<file path="config.mk">
export PLATFORM = sky130hd
export DESIGN_NAME = address_scroller
export DESIGN_NICKNAME = d
export VERILOG_FILES = /design/src/rtl/address_scroller.sv
export SDC_FILE = /design/constraint.sdc
export NUM_CORES = 1
export LEC_CHECK = 0
export BUFFER_PORTS_ARGS = -buffer_cell sky130_fd_sc_hd__buf_2
export CAP_MARGIN = 20
export CORE_MARGIN = 10
export CORE_UTILIZATION = 30
export DETAILED_ROUTE_END_ITERATION = 10
export PLACE_DENSITY = 0.5
export SLEW_MARGIN = 10
export SYNTH_ARGS = -nofsm -noshare
export SYNTH_HDL_FRONTEND = slang
export SYNTH_SLANG_ARGS = --single-unit
</file>
<file path="constraint.sdc">
create_clock -name clk -period 3.7 [get_ports clk]
set_input_delay 0.37 -clock clk [delete_from_list [all_inputs] [get_ports clk]]
set_output_delay 0.37 -clock clk [all_outputs]
set_load 0.02 [all_outputs]
</file>
<file path="src/rtl/address_scroller.sv">
// Message scroller: a debounced step button and an auto-scroll timer both request an address
// step, which is applied only at the anode frame boundary so a frame never shows a torn message.
module address_scroller #(
    parameter int unsigned DEB_CYCLES    = 50000,
    parameter int unsigned SCROLL_CYCLES = 25000000,
    parameter int unsigned ANODE_DIV     = 256
) (
    input  logic       clk,
    input  logic       reset,
    input  logic       button,
    input  logic       auto_en,
    output logic [3:0] anodes_counter,
    output logic [3:0] address,
    output logic [3:0] anodes,
    output logic       step_pulse
);

    localparam int unsigned DebW    = (DEB_CYCLES > 1) ? $clog2(DEB_CYCLES) : 1;
    localparam int unsigned ScrollW = (SCROLL_CYCLES > 1) ? $clog2(SCROLL_CYCLES) : 1;
    localparam int unsigned PreW    = (ANODE_DIV > 1) ? $clog2(ANODE_DIV) : 1;

    localparam logic [DebW-1:0]    DebLast    = DebW'(DEB_CYCLES - 1);
    localparam logic [ScrollW-1:0] ScrollLast = ScrollW'(SCROLL_CYCLES - 1);
    localparam logic [PreW-1:0]    PreLast    = PreW'(ANODE_DIV - 1);

    typedef enum logic [1:0] {
        StIdle,
        StWaitHigh,
        StPressed,
        StWaitLow
    } deb_state_e;

    logic               sync1_q, sync2_q;
    deb_state_e         deb_state_q, deb_state_d;
    logic [DebW-1:0]    deb_cnt_q, deb_cnt_d;
    logic               press_evt_q, press_evt_d;

    logic [PreW-1:0]    prescaler_q, prescaler_d;
    logic [3:0]         anodes_counter_q, anodes_counter_d;
    logic [ScrollW-1:0] scroll_q, scroll_d;
    logic               pending_q, pending_d;
    logic [3:0]         address_q, address_d;
    logic               step_pulse_q, step_pulse_d;
    logic [3:0]         anodes_q, anodes_d;

    logic sync_btn;
    logic prescaler_wrap;
    logic service;
    logic scroll_evt;
    logic any_evt;

    assign sync_btn = sync2_q;

    // Debounce next-state: the counter restarts on every state entry.
    always_comb begin
        deb_state_d = deb_state_q;
        deb_cnt_d   = deb_cnt_q;
        press_evt_d = 1'b0;
        unique case (deb_state_q)
            StIdle: begin
                if (sync_btn) begin
                    deb_state_d = StWaitHigh;
                    deb_cnt_d   = '0;
                end
            end
            StWaitHigh: begin
                if (!sync_btn) begin
                    deb_state_d = StIdle;
                    deb_cnt_d   = '0;
                end else if (deb_cnt_q == DebLast) begin
                    deb_state_d = StPressed;
                    deb_cnt_d   = '0;
                    press_evt_d = 1'b1;
                end else begin
                    deb_cnt_d = deb_cnt_q + DebW'(1);
                end
            end
            StPressed: begin
                if (!sync_btn) begin
                    deb_state_d = StWaitLow;
                    deb_cnt_d   = '0;
                end
            end
            StWaitLow: begin
                if (sync_btn) begin
                    deb_state_d = StPressed;
                    deb_cnt_d   = '0;
                end else if (deb_cnt_q == DebLast) begin
                    deb_state_d = StIdle;
                    deb_cnt_d   = '0;
                end else begin
                    deb_cnt_d = deb_cnt_q + DebW'(1);
                end
            end
            default: begin
                deb_state_d = StIdle;
                deb_cnt_d   = '0;
            end
        endcase
    end

    always_ff @(posedge clk) begin
        if (reset) begin
            deb_state_q <= StIdle;
            deb_cnt_q   <= '0;
            press_evt_q <= 1'b0;
        end else begin
            deb_state_q <= deb_state_d;
            deb_cnt_q   <= deb_cnt_d;
            press_evt_q <= press_evt_d;
        end
    end

    always_comb begin
        prescaler_wrap   = (prescaler_q == PreLast);
        prescaler_d      = prescaler_wrap ? '0 : prescaler_q + PreW'(1);
        anodes_counter_d = prescaler_wrap ? anodes_counter_q - 4'd1 : anodes_counter_q;
        service          = prescaler_wrap && (anodes_counter_q == 4'd0);

        scroll_evt = auto_en && (scroll_q == ScrollLast);
        if (!auto_en || press_evt_q || scroll_evt) begin
            scroll_d = '0;
        end else begin
            scroll_d = scroll_q + ScrollW'(1);
        end

        // An event coinciding with service survives into the next frame.
        any_evt = press_evt_q || scroll_evt;
        if (service && pending_q) begin
            address_d    = address_q + 4'd1;
            pending_d    = any_evt;
            step_pulse_d = 1'b1;
        end else begin
            address_d    = address_q;
            pending_d    = pending_q || any_evt;
            step_pulse_d = 1'b0;
        end

        // Only the middle slot of each 4-phase digit window is lit; the rest blank.
        case (anodes_counter_d)
            4'd14:   anodes_d = 4'b0111;
            4'd10:   anodes_d = 4'b1011;
            4'd6:    anodes_d = 4'b1101;
            4'd2:    anodes_d = 4'b1110;
            default: anodes_d = 4'b1111;
        endcase
    end

    always_ff @(posedge clk) begin
        if (reset) begin
            sync1_q          <= 1'b0;
            sync2_q          <= 1'b0;
            prescaler_q      <= '0;
            anodes_counter_q <= 4'd15;
            scroll_q         <= '0;
            pending_q        <= 1'b0;
            address_q        <= 4'd0;
            step_pulse_q     <= 1'b0;
            anodes_q         <= 4'b1111;
        end else begin
            sync1_q          <= button;
            sync2_q          <= sync1_q;
            prescaler_q      <= prescaler_d;
            anodes_counter_q <= anodes_counter_d;
            scroll_q         <= scroll_d;
            pending_q        <= pending_d;
            address_q        <= address_d;
            step_pulse_q     <= step_pulse_d;
            anodes_q         <= anodes_d;
        end
    end

    assign anodes_counter = anodes_counter_q;
    assign address        = address_q;
    assign anodes         = anodes_q;
    assign step_pulse     = step_pulse_q;

endmodule

</file>
==> impl_results.md <==
- MaxCap Viol Count: 0
- Adder-cell area share of the yosys netlist: ~2.4%
- Setup crit end kind: flop
- Global Route Usage Sum: 9.033%
- Hold Violations, Final: 0
- Pwr Density: about 420 mW/mm2
- Via density: roughly 4.7
- ANT nets after route: 0
- Mapped Avg Cell Area: 8.698 um2
- Drt drc: 0
- First-pass GRT wire length: between 10 and 15 mm
- Nets: 380
- CTS tree: built
- Buffers on Ports: 16
- CP Class: flop to flop
- Die height: between 100 and 150 um
- Top cells by area, synth: dfxtp_1 44%, xor2_1 6.8%, nor2_1 6.7%
- Period minus WS final: approximately 2.3 ns
- Tightest Pin Transition: 0.9785 ns
- Simple-Gate Fraction of Synth Area: 30.52%
- Multi-input gate area: 0.001620 mm2
- CP max FO: 25
- Hpwl dp: 4.243 mm
- Rows: 36
- Crit path launch type: flop
- Clock Skews: roughly 0.010 ns
- Largest net degree at the start of global routing: 32
- Register area: approximately 0.0014 mm2
- Max clock buf depth: 2
- Clk Latency, worst-skew pair: 0.35 ns
- Critical Path Most Common Cell: nor2_1
- Root buffer cell: clkbuf_8
- Fraction of registers with async set/reset: 0%
- Number of synthesized flops with an enable pin: 0
- Finish-stage setup viols: 0
- Fraction of synthesized area in multiplexers: less than 1%
- Total CTS buffers: 9
- Drt total wl: ~6.1 mm
- VDD IR max: roughly 0.00020 V
- PnR worst setup slack: about 1.4 ns
- Post-synthesis sequential area ratio: 44.21%
- Ys flop type: dfxtp_1
- Inserted Diodes: 0
- Die W: about 120 um
- RSZ-0062 raised after global routing: false
- Post-Syn Area: roughly 0.0031 mm2
- Max Slew Vio Count: 0
- Layout area overhead: 13.17%
- H-tree Lvls: 3
- Xor-xnor portion of the synthesized cell area: a little over a tenth
- Sink Count: 68
- Arr. time, crit path: ~2.5 ns
- Synth cell types: 47
- Setup tns final: 0 ns
- Relative slew slack: between 30 and 40%
- Synth Register Bits: a little under 70
- Clk slew on worst S/H paths: about 0.08 ns
- Cells after synthesis: around 350
- Worst slack at placement: about 1.3 ns
- Final worst path period share: between 60% and 70%
- # Post-CTS Setup Buffers: 0
- Complex-gate fraction of the synthesized area: 7.924%
- Die Footprint: approximately 0.015 mm2
- Boundary Pins: 17
- F_max: about 430 MHz
- Hold Buf Count CTS: 0
- Via Count: 2384
- Worst Hold Class: primary input to flop
- Syn Nets: 364
- Routability congestion estimate: between 0.7 and 0.8
- CP max-delay cell: nand3b_1
- Worst Path Required: slightly below 4 ns
- Ratio of cells with drive above 1 in the final layout: 11.50%
- DR WL/cell: roughly 12 um
- Largest family of logic cells by synthesized area: simple AND/OR/NAND/NOR gates
- Crit-path max cell delay: between 0.7 and 0.8 ns
- Starting Density: ~31%
- Status: finished, final reports clean
- Drt first pass iters: 4
- # resized after CTS: 0
- Core footprint: a little under 0.01 mm2
- 1st-iter DRT viols: 97
- Yosys Warn Count: 0
- Top cell type's share of synthesized area: between 40% and 50%
- GR Overflow Total: 0
- LEAKAGE: ~1.3 nW
- Initial antenna violation count: 0
- Fill count: ~1000
- Crit-path cells: ha_1 -> nand2_1 -> nor2_1 -> a41oi_1 -> nand3b_1 -> nor2_1
- Vias in the first global route: around 2400
- Largest area contributor in the netlist: dfxtp_1
-- layer usage --
layer  vias to the layer above  global-route usage [%]  part of all wire (%)
met5                         -                       0                     0
met4                         0                   4.694                   1.4
met3                        11                   2.001                   2.9
met2                        28                   14.11                    45
met1                      1089                   11.37                    50
li1                       1256                       -                     -
-- layout by cell type (no fill, tap or decap), types with 2 or more instances in the layout --
| cell | count |
|---|---|
| buf_2 | 16 |
| ha_1 | 6 |
| nand2_1 | 27 |
| bufinv_16 | 2 |
| nand3_1 | 25 |
| and4_1 | 3 |
| mux2i_1 | 3 |
| or3_2 | 2 |
| nor4_1 | 3 |
| or2_2 | 2 |
| nand3b_1 | 2 |
| nand4_1 | 12 |
| dfxtp_1 | 68 |
| a31oi_1 | 5 |
| or3_1 | 8 |
| o21ai_0 | 13 |
| nor2_1 | 55 |
| nand2b_1 | 2 |
| and3_1 | 8 |
| xnor2_1 | 12 |
| nor3_1 | 6 |
| nor2b_1 | 3 |
| a21oi_1 | 15 |
| a21o_1 | 3 |
| and2_1 | 4 |
| clkbuf_8 | 10 |
| xor2_1 | 24 |
| or4_1 | 3 |
| nand4b_1 | 4 |
| inv_1 | 9 |
-- flip-flops by register name, indices dropped and copies added, names as in the netlist, named ones only --
signal	count
anodes_counter	4
sync2_q	1
press_evt_q	1
anodes	4
pending_q	1
deb_cnt_q	16
deb_state_q	1
prescaler_q	8
scroll_q	25
address	4
sync1_q	1
step_pulse	1
-- power breakdown --
part           internal [mW]  total (mW)  switching, mW
combinational         0.0106      0.0301         0.0195
clock                  0.398       0.687          0.289
sequential             0.737       0.743        0.00611
total                   1.14        1.46          0.315
-- critical path: cells and delay by family (launching register included) --
| family | cells | cell delay (ns) |
|---|---|---|
| AND/OR/NAND/NOR | 4 | 1.31 |
| flip-flops | 1 | 0.40 |
| AO/OA/AOI/OAI | 1 | 0.24 |
| adder cells (fa/ha/maj) | 1 | 0.22 |
-- area by class of cell --
type                            instances  area share (%)
Clock buffer                           10           3.950
Clock inverter                          5           2.442
Inverter                                9          0.9695
Multi-Input combinational cell        266           46.50
Sequential cell                        68           39.07
Tap cell                              133           4.776
Timing Repair Buffer                   16           2.298
-- worst paths after layout --
check,end,startpoint,slack (ns),depth (start not counted)
max,scroll_q[19],scroll_q[0],1.37,6
min,sync1_q,button,0.26,2
max reg2reg,scroll_q[19],scroll_q[0],1.37,6
min reg2reg,sync2_q,sync1_q,0.44,1
-- synth_stat cells (2+ instances only) --
master and number:
a21oi_1 15, xor2_1 24, nand2_1 27, a21o_1 3, nor2_1 55, clkbuf_1 4
or3_2 2, nand4_1 12, and2_1 4, xnor2_1 12, dfxtp_1 68, nand3_1 25
o21ai_0 13, nor2b_1 3, nor4_1 3, nor3_1 6, or2_2 2, buf_2 3
buf_4 3, a31oi_1 5, mux2i_1 3, and4_1 3, or4_1 3, nand4b_1 4
and3_1 8, inv_1 9, nand3b_1 2, or3_1 8, ha_1 6, nand2b_1 2
-- per-stage QoR --
step	cells	power (mW)	util, %	area [um2]	hold slack (ns)
after floorplan	354	0.7839	-	3079	0.4138
after global placement	492	0.7907	33.07	3262	0.4189
after detailed placement	492	0.7911	33.07	3262	0.4204
after CTS	507	1.479	35.32	3485	0.2451
after global routing	507	1.516	35.32	3485	0.2710
final	507	1.460	35.32	3485	0.2559
-- kinds of logic after synthesis --
group           after synthesis
mux                           3
fa+ha+maj                     6
xor+xnor                     37
simple gates                178
compound gates               42
buf+inv                      20
flops                        68
Note: power is estimated with default switching activity, not from simulation.
